===== src/rtl/winograd_f23_conv_if.sv =====
`default_nettype none
// ============================================================================
// Module      : winograd_f23_conv_if
// Description : Request/capture link between the line buffer and the
//               Winograd F(2,3) convolution stage. The line buffer drives
//               the window and the finish flag; the convolver raises the
//               one-cycle read request.
// Revision    : 1.0 - initial release
// ============================================================================
interface winograd_f23_conv_if #(
  parameter int M = 3
);
  logic [M*32-1:0] i_window;
  logic            o_rd_req;
  logic            i_finish_reading;

  // Line-buffer side
  modport master (output i_window, output i_finish_reading, input o_rd_req);
  // Convolver side
  modport slave  (input i_window, input i_finish_reading, output o_rd_req);
endinterface
`default_nettype wire


===== src/rtl/winograd_f23_conv.sv =====
`default_nettype none
// ============================================================================
// Module      : winograd_f23_conv
// Description : Pulls M-row x 4-column windows from the line buffer, runs a
//               1-D Winograd F(2,3) per row, sums the rows and emits two
//               adjacent output pixels per window (three-stage pipeline).
//               Optional macro WINOGRAD_RELU_EN clamps negative outputs to 0.
// Revision    : 1.0 - initial release
// ============================================================================
module winograd_f23_conv #(
  parameter int M     = 3,
  parameter int W     = 10,
  parameter int ACC_W = 24
) (
  input  logic                     i_clk,
  input  logic                     i_rst,
  input  logic                     i_w_valid,
  input  logic signed [7:0]        i_w_data,
  output logic                     o_w_loaded,
  input  logic                     i_start,
  winograd_f23_conv_if.slave       lb,
  output logic signed [ACC_W-1:0]  o_y0,
  output logic signed [ACC_W-1:0]  o_y1,
  output logic [$clog2(W)-1:0]     o_col,
  output logic                     o_valid,
  output logic                     o_busy,
  output logic                     o_done
);

  localparam int COL_W = $clog2(W);
  localparam int NW    = 3 * M;
  localparam int IDX_W = $clog2(NW + 1);

  typedef enum logic [1:0] {
    S_IDLE  = 2'd0,
    S_REQ   = 2'd1,
    S_CAP   = 2'd2,
    S_DRAIN = 2'd3
  } state_t;

  function automatic logic signed [9:0] sx8(input logic [7:0] b);
    return {{2{b[7]}}, b};
  endfunction

  function automatic logic signed [ACC_W:0] sxp(input logic [19:0] p);
    return {{(ACC_W - 19){p[19]}}, p};
  endfunction

  // Weight store and transformed weights
  logic signed [7:0]  g_q [NW];
  logic [IDX_W-1:0]   widx_q;
  logic               w_loaded_q;
  logic               u_pend_q;
  logic signed [9:0]  u_d [M][4];
  logic signed [9:0]  u_q [M][4];

  // Control
  state_t             state_q;
  logic               rd_req_q;
  logic               busy_q;
  logic               done_q;
  logic [COL_W-1:0]   col_q;

  // Pipeline
  logic [M*32-1:0]    win_q;
  logic [COL_W-1:0]   col1_q, col2_q, col3_q;
  logic               vld1_q, vld2_q, vld3_q;
  logic signed [9:0]  v_d [M][4];
  logic signed [9:0]  v_q [M][4];
  logic signed [19:0] p_d [M][4];
  logic signed [19:0] p_q [M][4];
  logic signed [ACC_W-1:0] y0_d, y1_d;
  logic signed [ACC_W-1:0] y0_q, y1_q;
  logic [COL_W-1:0]   ocol_q;
  logic               ovld_q;

  // Sequential weight loading in IDLE; U is latched the cycle after the last slot lands
  always_ff @(posedge i_clk) begin
    if (i_rst) begin
      widx_q     <= '0;
      w_loaded_q <= 1'b0;
      u_pend_q   <= 1'b0;
      for (int i = 0; i < NW; i++) g_q[i] <= '0;
      for (int r = 0; r < M; r++)
        for (int k = 0; k < 4; k++) u_q[r][k] <= '0;
    end else begin
      u_pend_q <= 1'b0;
      if (i_w_valid && state_q == S_IDLE && !w_loaded_q) begin
        g_q[widx_q] <= i_w_data;
        if (widx_q == IDX_W'(NW - 1)) begin
          w_loaded_q <= 1'b1;
          u_pend_q   <= 1'b1;
        end else begin
          widx_q <= widx_q + IDX_W'(1);
        end
      end
      if (u_pend_q) begin
        for (int r = 0; r < M; r++)
          for (int k = 0; k < 4; k++) u_q[r][k] <= u_d[r][k];
      end
    end
  end

  // Per-row transforms: input transform from the captured window, doubled
  // weight transform, and element-wise products
  for (genvar r = 0; r < M; r++) begin : g_row
    logic [7:0]        d [4];
    logic signed [9:0] g0, g1, g2;

    for (genvar j = 0; j < 4; j++) begin : g_pix
      assign d[j] = win_q[(M-1-r)*32 + (3-j)*8 +: 8];
    end

    assign v_d[r][0] = $signed({2'b00, d[0]}) - $signed({2'b00, d[2]});
    assign v_d[r][1] = $signed({2'b00, d[1]}) + $signed({2'b00, d[2]});
    assign v_d[r][2] = $signed({2'b00, d[2]}) - $signed({2'b00, d[1]});
    assign v_d[r][3] = $signed({2'b00, d[1]}) - $signed({2'b00, d[3]});

    assign g0 = sx8(g_q[3*r]);
    assign g1 = sx8(g_q[3*r+1]);
    assign g2 = sx8(g_q[3*r+2]);

    assign u_d[r][0] = g0 <<< 1;
    assign u_d[r][1] = g0 + g1 + g2;
    assign u_d[r][2] = g0 - g1 + g2;
    assign u_d[r][3] = g2 <<< 1;

    for (genvar k = 0; k < 4; k++) begin : g_mul
      assign p_d[r][k] = $signed({{10{v_q[r][k][9]}}, v_q[r][k]})
                       * $signed({{10{u_q[r][k][9]}}, u_q[r][k]});
    end
  end

  // Control FSM: alternates REQ/CAP, captures the window at CAP, drains the pipe
  always_ff @(posedge i_clk) begin
    if (i_rst) begin
      state_q  <= S_IDLE;
      rd_req_q <= 1'b0;
      busy_q   <= 1'b0;
      done_q   <= 1'b0;
      col_q    <= '0;
      col1_q   <= '0;
      vld1_q   <= 1'b0;
      win_q    <= '0;
    end else begin
      rd_req_q <= 1'b0;
      done_q   <= 1'b0;
      vld1_q   <= 1'b0;
      case (state_q)
        S_IDLE: begin
          if (i_start && w_loaded_q) begin
            state_q  <= S_REQ;
            rd_req_q <= 1'b1;
            busy_q   <= 1'b1;
            col_q    <= '0;
          end
        end
        S_REQ: begin
          state_q <= S_CAP;
        end
        S_CAP: begin
          win_q  <= lb.i_window;
          col1_q <= col_q;
          vld1_q <= 1'b1;
          col_q  <= col_q + COL_W'(2);
          if (lb.i_finish_reading) begin
            state_q <= S_DRAIN;
          end else begin
            state_q  <= S_REQ;
            rd_req_q <= 1'b1;
          end
        end
        S_DRAIN: begin
          if (!vld1_q && !vld2_q && !vld3_q) begin
            state_q <= S_IDLE;
            busy_q  <= 1'b0;
            done_q  <= 1'b1;
          end
        end
        default: state_q <= S_IDLE;
      endcase
    end
  end

  // Stages E+1 (V) and E+2 (P)
  always_ff @(posedge i_clk) begin
    if (i_rst) begin
      vld2_q <= 1'b0;
      vld3_q <= 1'b0;
      col2_q <= '0;
      col3_q <= '0;
    end else begin
      vld2_q <= vld1_q;
      vld3_q <= vld2_q;
      col2_q <= col1_q;
      col3_q <= col2_q;
      for (int r = 0; r < M; r++) begin
        for (int k = 0; k < 4; k++) begin
          v_q[r][k] <= v_d[r][k];
          p_q[r][k] <= p_d[r][k];
        end
      end
    end
  end

  // Row sum of doubled results, halved (sum is always even) and optionally clamped
  always_comb begin
    logic signed [ACC_W:0] s0;
    logic signed [ACC_W:0] s1;
    s0 = '0;
    s1 = '0;
    for (int r = 0; r < M; r++) begin
      s0 = s0 + sxp(p_q[r][0]) + sxp(p_q[r][1]) + sxp(p_q[r][2]);
      s1 = s1 + sxp(p_q[r][1]) - sxp(p_q[r][2]) - sxp(p_q[r][3]);
    end
    y0_d = s0[ACC_W:1];
    y1_d = s1[ACC_W:1];
`ifdef WINOGRAD_RELU_EN
    if (y0_d[ACC_W-1]) y0_d = '0;
    if (y1_d[ACC_W-1]) y1_d = '0;
`endif
  end

  // Stage E+3: output register, holds value between valid beats
  always_ff @(posedge i_clk) begin
    if (i_rst) begin
      y0_q   <= '0;
      y1_q   <= '0;
      ocol_q <= '0;
      ovld_q <= 1'b0;
    end else begin
      ovld_q <= vld3_q;
      if (vld3_q) begin
        y0_q   <= y0_d;
        y1_q   <= y1_d;
        ocol_q <= col3_q;
      end
    end
  end

  assign lb.o_rd_req = rd_req_q;
  assign o_w_loaded  = w_loaded_q;
  assign o_busy      = busy_q;
  assign o_done      = done_q;
  assign o_valid     = ovld_q;
  assign o_y0        = y0_q;
  assign o_y1        = y1_q;
  assign o_col       = ocol_q;

endmodule
`default_nettype wire


===== src/flat_wrapper.sv =====
// flat-port wrapper written by rule: the top's interface ports become plain ports
module winograd_f23_conv_flat 
#(
  parameter int M     = 3,
  parameter int W     = 10,
  parameter int ACC_W = 24
)
  (i_clk, i_rst, i_w_valid, i_w_data, o_w_loaded, i_start, o_y0, o_y1, o_col, o_valid, o_busy, o_done, lb_i_window, lb_i_finish_reading, lb_o_rd_req);
  winograd_f23_conv_if #(.M(M)) lb_i ();
  input  logic i_clk;
  input  logic i_rst;
  input  logic i_w_valid;
  input  logic signed [7:0] i_w_data;
  output logic o_w_loaded;
  input  logic i_start;
  output logic signed [ACC_W-1:0] o_y0;
  output logic signed [ACC_W-1:0] o_y1;
  output logic [$clog2(W)-1:0] o_col;
  output logic o_valid;
  output logic o_busy;
  output logic o_done;
  input wire logic [$bits(lb_i.i_window)-1:0] lb_i_window;
  input wire logic [$bits(lb_i.i_finish_reading)-1:0] lb_i_finish_reading;
  output wire logic [$bits(lb_i.o_rd_req)-1:0] lb_o_rd_req;
  assign lb_i.i_window = lb_i_window;
  assign lb_i.i_finish_reading = lb_i_finish_reading;
  assign lb_o_rd_req = lb_i.o_rd_req;
  winograd_f23_conv #(.M(M), .W(W), .ACC_W(ACC_W)) u_core (.i_clk(i_clk), .i_rst(i_rst), .i_w_valid(i_w_valid), .i_w_data(i_w_data), .o_w_loaded(o_w_loaded), .i_start(i_start), .lb(lb_i), .o_y0(o_y0), .o_y1(o_y1), .o_col(o_col), .o_valid(o_valid), .o_busy(o_busy), .o_done(o_done));
endmodule

===== config.mk =====
export PLATFORM = sky130hd
export DESIGN_NAME = winograd_f23_conv_flat
export DESIGN_NICKNAME = d
export VERILOG_FILES = /design/src/rtl/winograd_f23_conv_if.sv /design/src/rtl/winograd_f23_conv.sv /design/src/flat_wrapper.sv
export SDC_FILE = /design/constraint.sdc
export NUM_CORES = 2
export LEC_CHECK = 0
export BUFFER_PORTS_ARGS = -buffer_cell sky130_fd_sc_hd__buf_4
export CORE_MARGIN = 2
export CORE_UTILIZATION = 25
export CTS_BUF_LIST = sky130_fd_sc_hd__clkbuf_2 sky130_fd_sc_hd__clkbuf_4 sky130_fd_sc_hd__clkbuf_8
export CTS_CLUSTER_SIZE = 30
export DETAILED_ROUTE_END_ITERATION = 10
export MAX_ROUTING_LAYER = met4
export REMOVE_ABC_BUFFERS = 1
export SLEW_MARGIN = 20
export SYNTH_ARGS = -nofsm -noshare
export SYNTH_HDL_FRONTEND = slang
export SYNTH_SLANG_ARGS = --single-unit
export TNS_END_PERCENT = 10

===== constraint.sdc =====
create_clock -name i_clk -period 44.3 [get_ports i_clk]
set_input_delay 2.215 -clock i_clk [delete_from_list [all_inputs] [get_ports i_clk]]
set_output_delay 2.215 -clock i_clk [all_outputs]
set_load 0.005 [all_outputs]

==> results.yml <==
status:
  status: "finished clean"
yosys:
  synth_area_leaders: "fa_1 29%, edfxtp_1 19%, ha_1 13%"
  synth.avg_cell_area_um2: 9.82
  ys_seq_area_share_pct: 23.7
  syn_area_um2: 79800
  synthCells: 8126
  yosys_warnings: 0
  async_flop_share_pct: 0
  synth_top_cell_by_area: "fa_1"
  synth_top_cell_area_share_pct: 29.5
  synth_cell_types: 83
  ys.flop_type: "edfxtp_1"
  synth-edff-count: 513
  synth-seq-cells: 687
critical_path:
  crit_path_max_fanout: 5
  start_kind: "register"
  cp.required_ps: 45060
  crit_type: "reg -> reg"
  worst-endpoint-arrival_ps: 6990
  critPathCaptureType: "register"
global_route:
  track_usage_pct: 13.2
  grt_pass1_vias: 54500
  antenna_found_initial: 14
  grt_pass1_wl_mm: 321
  gr-total-overflow: 0
  grt_max_degree: 142
die:
  fp.dieArea_um2: 324000
  core_um2: 318000
  initial_core_util_pct: 25.1
  dieHeight_um: 569
  die_w_um: 569
  fp-row-count: 207
  pin_count: 166
place:
  numPortBuffers: 164
  gp_congestion: 0.906
  dp_hpwl_mm: 173
route:
  drtPass1Iterations: 7
  antenna_left: 0
  wl_per_cell_um: 16.4
  drc: 0
  vias_per_cell: 4.21
  finalWirelength_mm: 205
  drt_iter0_markers: 2922
  via_count: 52700
clocking:
  clockBufferDepth: 3
  cts_tree: "yes"
  ctsResizeCount: 0
  clk_latency_ps: 840
  cts-htree-levels: 3
  cts_num_sinks: 687
  post-cts-setup-buffers: 0
  clockRootBuffer: "clkbuf_8"
  cts.clk_slew.worst_paths_ps: 60
  cts-hold-fix-buffers: 0
  cts_buffers: 121
finish:
  final_nets: 10300
  num-fill-cells: 33400
  drive_above_1_share_pct: 5.43
  final_util_pct: 27.8
  area_delta_synth_final_pct: 10.9
timing:
  finalHoldViolations: 0
  finClkSkew_ps: 51.2
  clock.fmax_mhz: 161
  drv_slew: 0
  fin_crit_ps: 6230
  grt_setup_unrepaired: "no"
  worst_pin_slew_ps: 1050
  slew_headroom_pct: 30.0
  fin_crit_sh_pct: 14.1
  finalSetupTns_ps: 0
  setup-violations-final: 0
run:
  drv_cap: 0
min_path:
  hold_path.class: "reg -> reg"
## metal layers
metal | wire, um | vias up | GRT usage, %
met5 | 0 | - | -
met3 | 10600 | 225 | 1.97
met2 | 94300 | 974 | 20.9
li1 | - | 25600 | -
met1 | 93500 | 25900 | 17.3
met4 | 6610 | 0 | 4.06
## layout by cell type, fill, tap and decap left out, types with 173 or more instances in the layout
master and instances:
inv_1 1850, fa_1 1175, ha_1 832, nand2_1 828, edfxtp_1 513, and2_1 480
a21oi_1 349, nor2_1 305, xnor2_1 247, buf_4 179, dfxtp_1 173
## cell usage after synthesis, drive strengths merged, types with 100 or more instances
cell type     n
dfxtp       174
a21o        100
xnor2       247
xor2        101
fa         1175
edfxtp      513
nor2        306
inv        1851
clkbuf      198
o21ai       174
nor2b       107
ha          832
a21oi       351
nand2       829
and2        481
## metrics by stage
stage	worst slack (ps)	hold slack, ps	cells	area [um2]
3_5_place_dp	38160	431	12300	85600
4_1_cts	38120	454	12500	88400
2_1_floorplan	29700	414	7911	78900
5_1_grt	37710	467	12500	88400
3_3_place_gp	38150	418	12300	85600
6_report	38070	452	12500	88500
## path summary, 6_finish.rpt
kind	startpoint	to	slack, ps	cells past startpoint
setup / recovery	u_core.p_q[0][40]$_DFFE_PN_	u_core.o_y1[22]$_SDFFE_PP0P_	38070	22
hold / removal	u_core.win_q[3]$_SDFFE_PP0P_	u_core.win_q[3]$_SDFFE_PP0P_	450	2
setup reg to reg	u_core.p_q[0][40]$_DFFE_PN_	u_core.o_y1[22]$_SDFFE_PP0P_	38070	22
hold reg to reg	u_core.win_q[3]$_SDFFE_PP0P_	u_core.win_q[3]$_SDFFE_PP0P_	450	2
## worst max-delay path, stage by stage, from the launching register on
cell and delay, ps:
edfxtp_1 430, ha_1 340, inv_1 50, ha_1 180
or2_2 310, fa_1 470, a21oi_1 280, o21ai_0 150
a21oi_1 300, o21ai_0 290, nand2_1 230, a211oi_1 110
a311oi_1 460, fa_1 480, inv_1 60, ha_1 280
a21oi_1 160, o21ai_0 130, a221oi_1 410, a31oi_1 230
o41ai_1 340, mux2_2 380, o22ai_1 140
## final cells by class
type                       count  area, um2  share of cell area (%)
multi-input combinational   5371      53100                    60.1
sequential                   687      18900                    21.4
inverter                    1853       6960                    7.87
tap                         4180       5230                    5.91
clock buffer                 160       2030                    2.29
timing repair buffer         181       1380                    1.55
clock inverter                71        790                   0.893
antenna                       15       37.5                  0.0424
## flip-flops by register name (all words and copies together) (netlist names), 2 cells and up
register / count
u_core.col1_q: 3
u_core.col2_q: 3
u_core.col3_q: 3
u_core.col_q: 3
u_core.g_q: 72
u_core.o_col: 3
u_core.o_y0: 24
u_core.o_y1: 24
u_core.p_q: 231
u_core.state_q: 2
u_core.u_q: 105
u_core.v_q: 105
u_core.widx_q: 4
u_core.win_q: 96
## cells by family (layout without fill, tap and decap cells)
logic type	count (synthesis)	after routing	synth area share, %
flops	687	687	23.7
fa+ha+maj	2007	2007	42.5
buf+inv	2068	2265	9.74
mux	32	32	0.408
simple gates	2068	2068	12.6
compound gates	915	915	7.21
xor+xnor	348	348	3.82
other cells	1	16	0.00470
Power is not shown: default switching activity piles up to over one toggle a cycle in this logic, so the estimate is an artifact.
